==> config.mk <==
export PLATFORM = sky130hd
export DESIGN_NAME = pixel_scan_gen
export DESIGN_NICKNAME = d
export VERILOG_FILES = /design/src/rtl/pixel_scan_gen.sv
export SDC_FILE = /design/constraint.sdc
export NUM_CORES = 1
export LEC_CHECK = 0
export ABC_AREA = 1
export CORE_MARGIN = 10
export CORE_UTILIZATION = 43
export DETAILED_ROUTE_END_ITERATION = 10
export PLACE_DENSITY = 0.88
export SLEW_MARGIN = 20
export SYNTH_ARGS = -nofsm -noshare
export SYNTH_HDL_FRONTEND = slang
export SYNTH_SLANG_ARGS = --single-unit
==> constraint.sdc <==
create_clock -name clk -period 2.8 [get_ports clk]
set_input_delay 0.28 -clock clk [delete_from_list [all_inputs] [get_ports clk]]
set_output_delay 0.28 -clock clk [all_outputs]
set_load 0.05 [all_outputs]
==> src/rtl/pixel_scan_gen.sv <==
// pixel_scan_gen
//   Raster-scan pixel source. Walks every (x,y) of a frame in row-major order,
//   latches the zoom/offset view once per frame, tracks how many issued
//   pixels are still being worked on by the engines and raises frame_done
//   once the whole frame has been issued and retired.
//
//   Handshake: a pixel moves downstream on a rising clk edge where
//   pix_valid=1 and full_queue=0 (full_queue is the inverted ready). While
//   full_queue=1 the presented pixel is held stable. Dropping en withdraws
//   pix_valid on the next cycle without advancing the position, so the
//   same pixel is presented again when en returns.

module pixel_scan_gen #(
   parameter int PIXEL_DATA_WIDTH  = 10,
   parameter int ENGINE_DATA_WIDTH = 25,
   parameter int SCREEN_WIDTH      = 640,
   parameter int SCREEN_HEIGHT     = 480,
   parameter int CNT_WIDTH         = 19
) (
   input  logic                         clk,
   input  logic                         reset,
   input  logic                         en,
   input  logic                         restart,
   input  logic                         full_queue,
   input  logic                         pixel_done,
   input  logic [2:0]                   zoom,
   input  logic [ENGINE_DATA_WIDTH-1:0] x_offset,
   input  logic [ENGINE_DATA_WIDTH-1:0] y_offset,
   output logic [PIXEL_DATA_WIDTH-1:0]  pixel_x,
   output logic [PIXEL_DATA_WIDTH-1:0]  pixel_y,
   output logic                         pix_valid,
   output logic [2:0]                   zoom_frame,
   output logic [ENGINE_DATA_WIDTH-1:0] x_off_frame,
   output logic [ENGINE_DATA_WIDTH-1:0] y_off_frame,
   output logic                         frame_start,
   output logic                         frame_done,
   output logic [1:0]                   state_dbg,
   output logic [CNT_WIDTH-1:0]         outstanding
);

   typedef enum logic [1:0] {
      ST_IDLE  = 2'd0,
      ST_SCAN  = 2'd1,
      ST_DRAIN = 2'd2,
      ST_DONE  = 2'd3
   } state_t;

   localparam logic [PIXEL_DATA_WIDTH-1:0] X_LAST  = PIXEL_DATA_WIDTH'(SCREEN_WIDTH - 1);
   localparam logic [PIXEL_DATA_WIDTH-1:0] Y_LAST  = PIXEL_DATA_WIDTH'(SCREEN_HEIGHT - 1);
   localparam logic [CNT_WIDTH-1:0]        CNT_MAX = '1;

   state_t state;
   state_t state_nx;
   logic   transfer;
   logic   last_pixel;
   logic   start_frame;
   logic   cnt_zero;

   // A transfer is purely the handshake; it is counted even on a restart edge.
   assign transfer   = pix_valid & ~full_queue;
   assign last_pixel = (pixel_x == X_LAST) && (pixel_y == Y_LAST);
   assign cnt_zero   = (outstanding == '0);
   assign state_dbg  = state;

   // State register.
   always_ff @(posedge clk or posedge reset) begin
      if (reset) begin
         state <= ST_IDLE;
      end else begin
         state <= state_nx;
      end
   end

   // Next-state logic; start_frame marks every edge that begins a new frame view.
   always_comb begin
      state_nx    = state;
      start_frame = 1'b0;
      case (state)
         ST_IDLE: begin
            if (en) begin
               start_frame = 1'b1;
               state_nx    = ST_SCAN;
            end
         end
         ST_SCAN: begin
            // restart takes priority over the move to DRAIN on the last pixel
            if (en && restart) begin
               start_frame = 1'b1;
               state_nx    = ST_SCAN;
            end else if (transfer && last_pixel) begin
               state_nx = ST_DRAIN;
            end
         end
         ST_DRAIN: begin
            if (en && restart) begin
               start_frame = 1'b1;
               state_nx    = ST_SCAN;
            end else if (cnt_zero) begin
               state_nx = ST_DONE;
            end
         end
         ST_DONE: begin
            if (en && restart) begin
               start_frame = 1'b1;
               state_nx    = ST_SCAN;
            end
         end
         default: begin
            state_nx = ST_IDLE;
         end
      endcase
   end

   // Scan position: reset at frame start, advance row-major on each transfer.
   always_ff @(posedge clk or posedge reset) begin
      if (reset) begin
         pixel_x <= '0;
         pixel_y <= '0;
      end else if (start_frame) begin
         pixel_x <= '0;
         pixel_y <= '0;
      end else if ((state == ST_SCAN) && transfer) begin
         if (last_pixel) begin
            pixel_x <= '0;
            pixel_y <= '0;
         end else if (pixel_x == X_LAST) begin
            pixel_x <= '0;
            pixel_y <= pixel_y + 1'b1;
         end else begin
            pixel_x <= pixel_x + 1'b1;
         end
      end
   end

   // pix_valid follows en while scanning and drops after the final pixel.
   always_ff @(posedge clk or posedge reset) begin
      if (reset) begin
         pix_valid <= 1'b0;
      end else if (start_frame) begin
         pix_valid <= 1'b1;
      end else if (state == ST_SCAN) begin
         if (transfer && last_pixel) begin
            pix_valid <= 1'b0;
         end else begin
            pix_valid <= en;
         end
      end else begin
         pix_valid <= 1'b0;
      end
   end

   // View latch: zoom/offsets are captured only when a frame starts.
   always_ff @(posedge clk or posedge reset) begin
      if (reset) begin
         zoom_frame  <= '0;
         x_off_frame <= '0;
         y_off_frame <= '0;
      end else if (start_frame) begin
         zoom_frame  <= zoom;
         x_off_frame <= x_offset;
         y_off_frame <= y_offset;
      end
   end

   // One-cycle frame_start pulse aligned with the first pixel of the frame.
   always_ff @(posedge clk or posedge reset) begin
      if (reset) begin
         frame_start <= 1'b0;
      end else begin
         frame_start <= start_frame;
      end
   end

   // frame_done is a level that tracks residence in DONE.
   always_ff @(posedge clk or posedge reset) begin
      if (reset) begin
         frame_done <= 1'b0;
      end else begin
         frame_done <= (state_nx == ST_DONE);
      end
   end

   // Outstanding pixels: +1 per transfer, -1 per retire, never wraps either way.
   // A restart does not clear it, so stale pixels of an abandoned frame are
   // still waited for before the next frame_done.
   always_ff @(posedge clk or posedge reset) begin
      if (reset) begin
         outstanding <= '0;
      end else begin
         case ({transfer, pixel_done})
            2'b10: begin
               if (outstanding != CNT_MAX) begin
                  outstanding <= outstanding + 1'b1;
               end
            end
            2'b01: begin
               if (!cnt_zero) begin
                  outstanding <= outstanding - 1'b1;
               end
            end
            default: begin
               outstanding <= outstanding;
            end
         endcase
      end
   end

endmodule

==> parameters.txt <==
Parameter                              Value

Outcome
  Result of the run    completed

Synth
  Mean instance size in the synthesized netlist    about 7.5 sq um
  Primary FF master, synth    dfrtp_1
  Number of warnings printed during yosys synthesis    0
  Number of enable flip-flop cells after synthesis    0
  Yosys reg bits    97
  Biggest area contributors in the synthesized netlist    dfrtp_1, nand2_1, inv_1
  Cell variety after synth    40
  Net Count, Synth    758
  Synthesized instance count    696
  Netlist area before placement    5248 sq um
  Async set or reset register ratio after synthesis    1.000
  Post-synthesis cell type with the largest combined area    dfrtp_1
  Portion of the post-synthesis area used by sequential elements    0.4626
  Area share of the largest cell type after synthesis    0.4626

CTS
  Number of H-tree levels    3
  Setup repair bufs after CTS    0
  Count of instances resized after the clock tree is built    0
  Post-cts hold buffer count    0
  Num CTS Buffers    9
  Number of sinks on the clock net    97
  Worst-case clock buffer depth    2
  TritonCTS clock tree    built
  Clock root buffer    clkbuf_16
  Clock Pin Slew Worst Setup and Hold Paths    0.07 ns
  Clock latency at the later pin of the worst-skew pair    0.35 ns

Final layout
  Final std cells w/o fill    1001
  Antenna diode count    0
  Filler cell count in the final layout    1028
  Footprint of the multi-input gates    2435 sq um
  Layout cell share with drive strength beyond 1    0.08665
  Count of nets after finishing    911
  Top library cells by usage in the layout, fill and taps aside    nand2_1, clkdlybuf4s50_1, dfrtp_1
  Growth of design area from synthesis to finish    38.20%
  Sequential Area    2427 sq um
  Commonest non-fill, non-tap cell in the layout    nand2_1

Floorplan
  Die extent in x    130.5 um
  I/O pin total    156
  Die footprint    17020 sq um
  Die span in y    around 130 um
  Initial core utilization    0.4387
  Std cell rows    40
  Core Box Area    11960 sq um

Timing
  Final clock period utilization by the worst path    0.7942
  Post-route minimum period    2.224 ns
  Fmax    449.7 MHz
  Transition time at the pin with the least slew margin    0.5776 ns
  Count of final setup violators    0
  Final count of pins violating max slew    0
  Post-route setup TNS    0 ns
  Worst slew margin    0.6150
  Setup repair after global routing missed its margin    false
  Count of final hold-check violations    0
  Max Clock Skew    between 0.005 and 0.006 ns

Detailed routing
  Final routed wirelength across all metal layers    15.49 mm
  Post-route DRC violation count    0
  Number of iterations in the first detailed-routing pass    5
  DRT antenna net count    0
  WL/cell    15.47 um
  DR vias    5070
  Vias per std cell    around 5
  Count of routing violations after the opening detailed-route iteration    433

Critical path
  Cells along the critical path    inv_1 > nand2_1 > nor3_1 > nand4_1 > nand2_1 > nand2_1 > inv_1 > o21ai_0
  Slowest-stage cell, CP    dfrtp_1
  Number of buffer and inverter instances along the worst setup path    2
  Delay of the slowest critical-path stage    around 0.46 ns
  Critical Setup Path Class    flop to flop
  Critical Path Fanout Max    15
  Data arrival time of the critical path    approximately 2.4 ns
  Critical Path Sink Type    flop
  Kind of cell adding the most delay to the critical path    simple AND/OR/NAND/NOR gates
  Startpoint type of the worst setup path    flop
  Critical path data required time    3.00 ns
  Most frequent cell on the critical path    nand2_1

Power
  Static leakage    approximately 3.5 nW
  Worst-case vdd ir drop    roughly 0.50 mV
  Cell area power density    964.3 nW/um^2

Placement
  Count of input and output buffers    155
  Detailed placement HPWL    around 12 mm
  Final GP Congestion    0.9536
  Post-placement cell count    985

GRT
  Global routing usage on met1    0.2257
  Initial antenna violation count    0
  Highest-utilization routing layer at the global route stage    met2
  First-pass GRT wire length    25.42 mm
  Via count of the first global-routing pass    5004
  Global routing usage summed across all routing layers    0.1877
  Sum of overflow across all layers after global routing    0
  Met3 Use GR    0.05359
  Global routing usage on met2    0.3102
  Pin count of the biggest net entering global routing    98

Worst hold path
  Worst hold-check path type    input port to asynchronous set/reset pin

Run
  Number of maximum-capacitance violations    0
-- flip-flops by register name (all words and copies together) (netlist names) --
register	flops
pixel_y	10
y_off_frame	25
zoom_frame	3
outstanding	19
frame_start	1
x_off_frame	25
pixel_x	10
pix_valid	1
state_dbg	2
frame_done	1
-- cell usage after synthesis, types with 6 or more instances --
cell type,number
nor3_1,8
o21ai_0,22
inv_1,61
nor2_2,8
o21ai_1,7
nand2_2,11
nand4_1,12
inv_2,6
nand2_4,6
a21oi_1,11
dfrtp_1,97
nand3_2,7
nand3_1,43
nand2_1,296
clkbuf_1,10
xor2_1,10
nor2_1,35
-- per-layer routing --
| layer | wire length, um | vias to the layer above | part of all wire |
|---|---|---|---|
| met3 | 1325 | 29 | 0.086 |
| met2 | 7473 | 198 | 0.48 |
| met1 | 6294 | 2340 | 0.41 |
| li1 | - | 2503 | - |
| met4 | 393 | 0 | 0.025 |
| met5 | 0 | - | 0 |
-- power breakdown --
group	internal, W	switching (W)	total, W
clock	0.000755	0.000565	0.00132
sequential	0.00173	0.000405	0.00214
combinational	0.00113	0.00240	0.00353
-- worst min-delay path: stages --
cell and delay, ns:
clkdlybuf4s50_1 0.44, clkinvlp_4 0.09, buf_12 0.38
-- final timing paths --
check,slack [ns],depth (start not counted),end,startpoint
hold reg to reg,0.47,2,y_off_frame[7],y_off_frame[7]
min in group clk,0.46,3,x_off_frame[12],x_offset[12]
setup / recovery,0.58,8,outstanding[8],outstanding[13]
max in group asynchronous,1.98,3,outstanding[10],reset
hold / removal,0.41,3,y_off_frame[13],reset
setup reg to reg,0.58,8,outstanding[8],outstanding[13]
-- cells by family (layout without fill, tap and decap cells) --
logic type | after synthesis | in the layout | share of synthesized area
compound gates | 60 | 60 | 0.07058
xor+xnor | 12 | 12 | 0.02003
fa+ha+maj | 3 | 3 | 0.007154
buf+inv | 89 | 247 | 0.07344
flops | 97 | 97 | 0.4626
simple gates | 435 | 435 | 0.3662
-- through the flow --
stage	setup WS, ns	util	cell area, sq um	power (W)	hold slack [ns]
floorplan	0.7310	-	5251	0.004482	0.3975
global placement	0.3784	0.5796	6933	0.005664	0.4527
detailed placement	0.3825	0.5796	6933	0.005695	0.4574
CTS	0.6154	0.6063	7252	0.007036	0.4485
global route	0.3964	0.6063	7252	0.007396	0.4643
finish	0.5761	0.6063	7252	0.006993	0.4121
-- final cells by class --
type                            instances  area share
Inverter                               67     0.03520
Clock inverter                          5    0.009144
Clock buffer                           11     0.03485
Tap cell                              147     0.02536
Timing Repair Buffer                  164      0.2250
Sequential cell                        97      0.3347
Multi-Input combinational cell        510      0.3357
No activity file was read; power rests on OpenSTA's default activity.
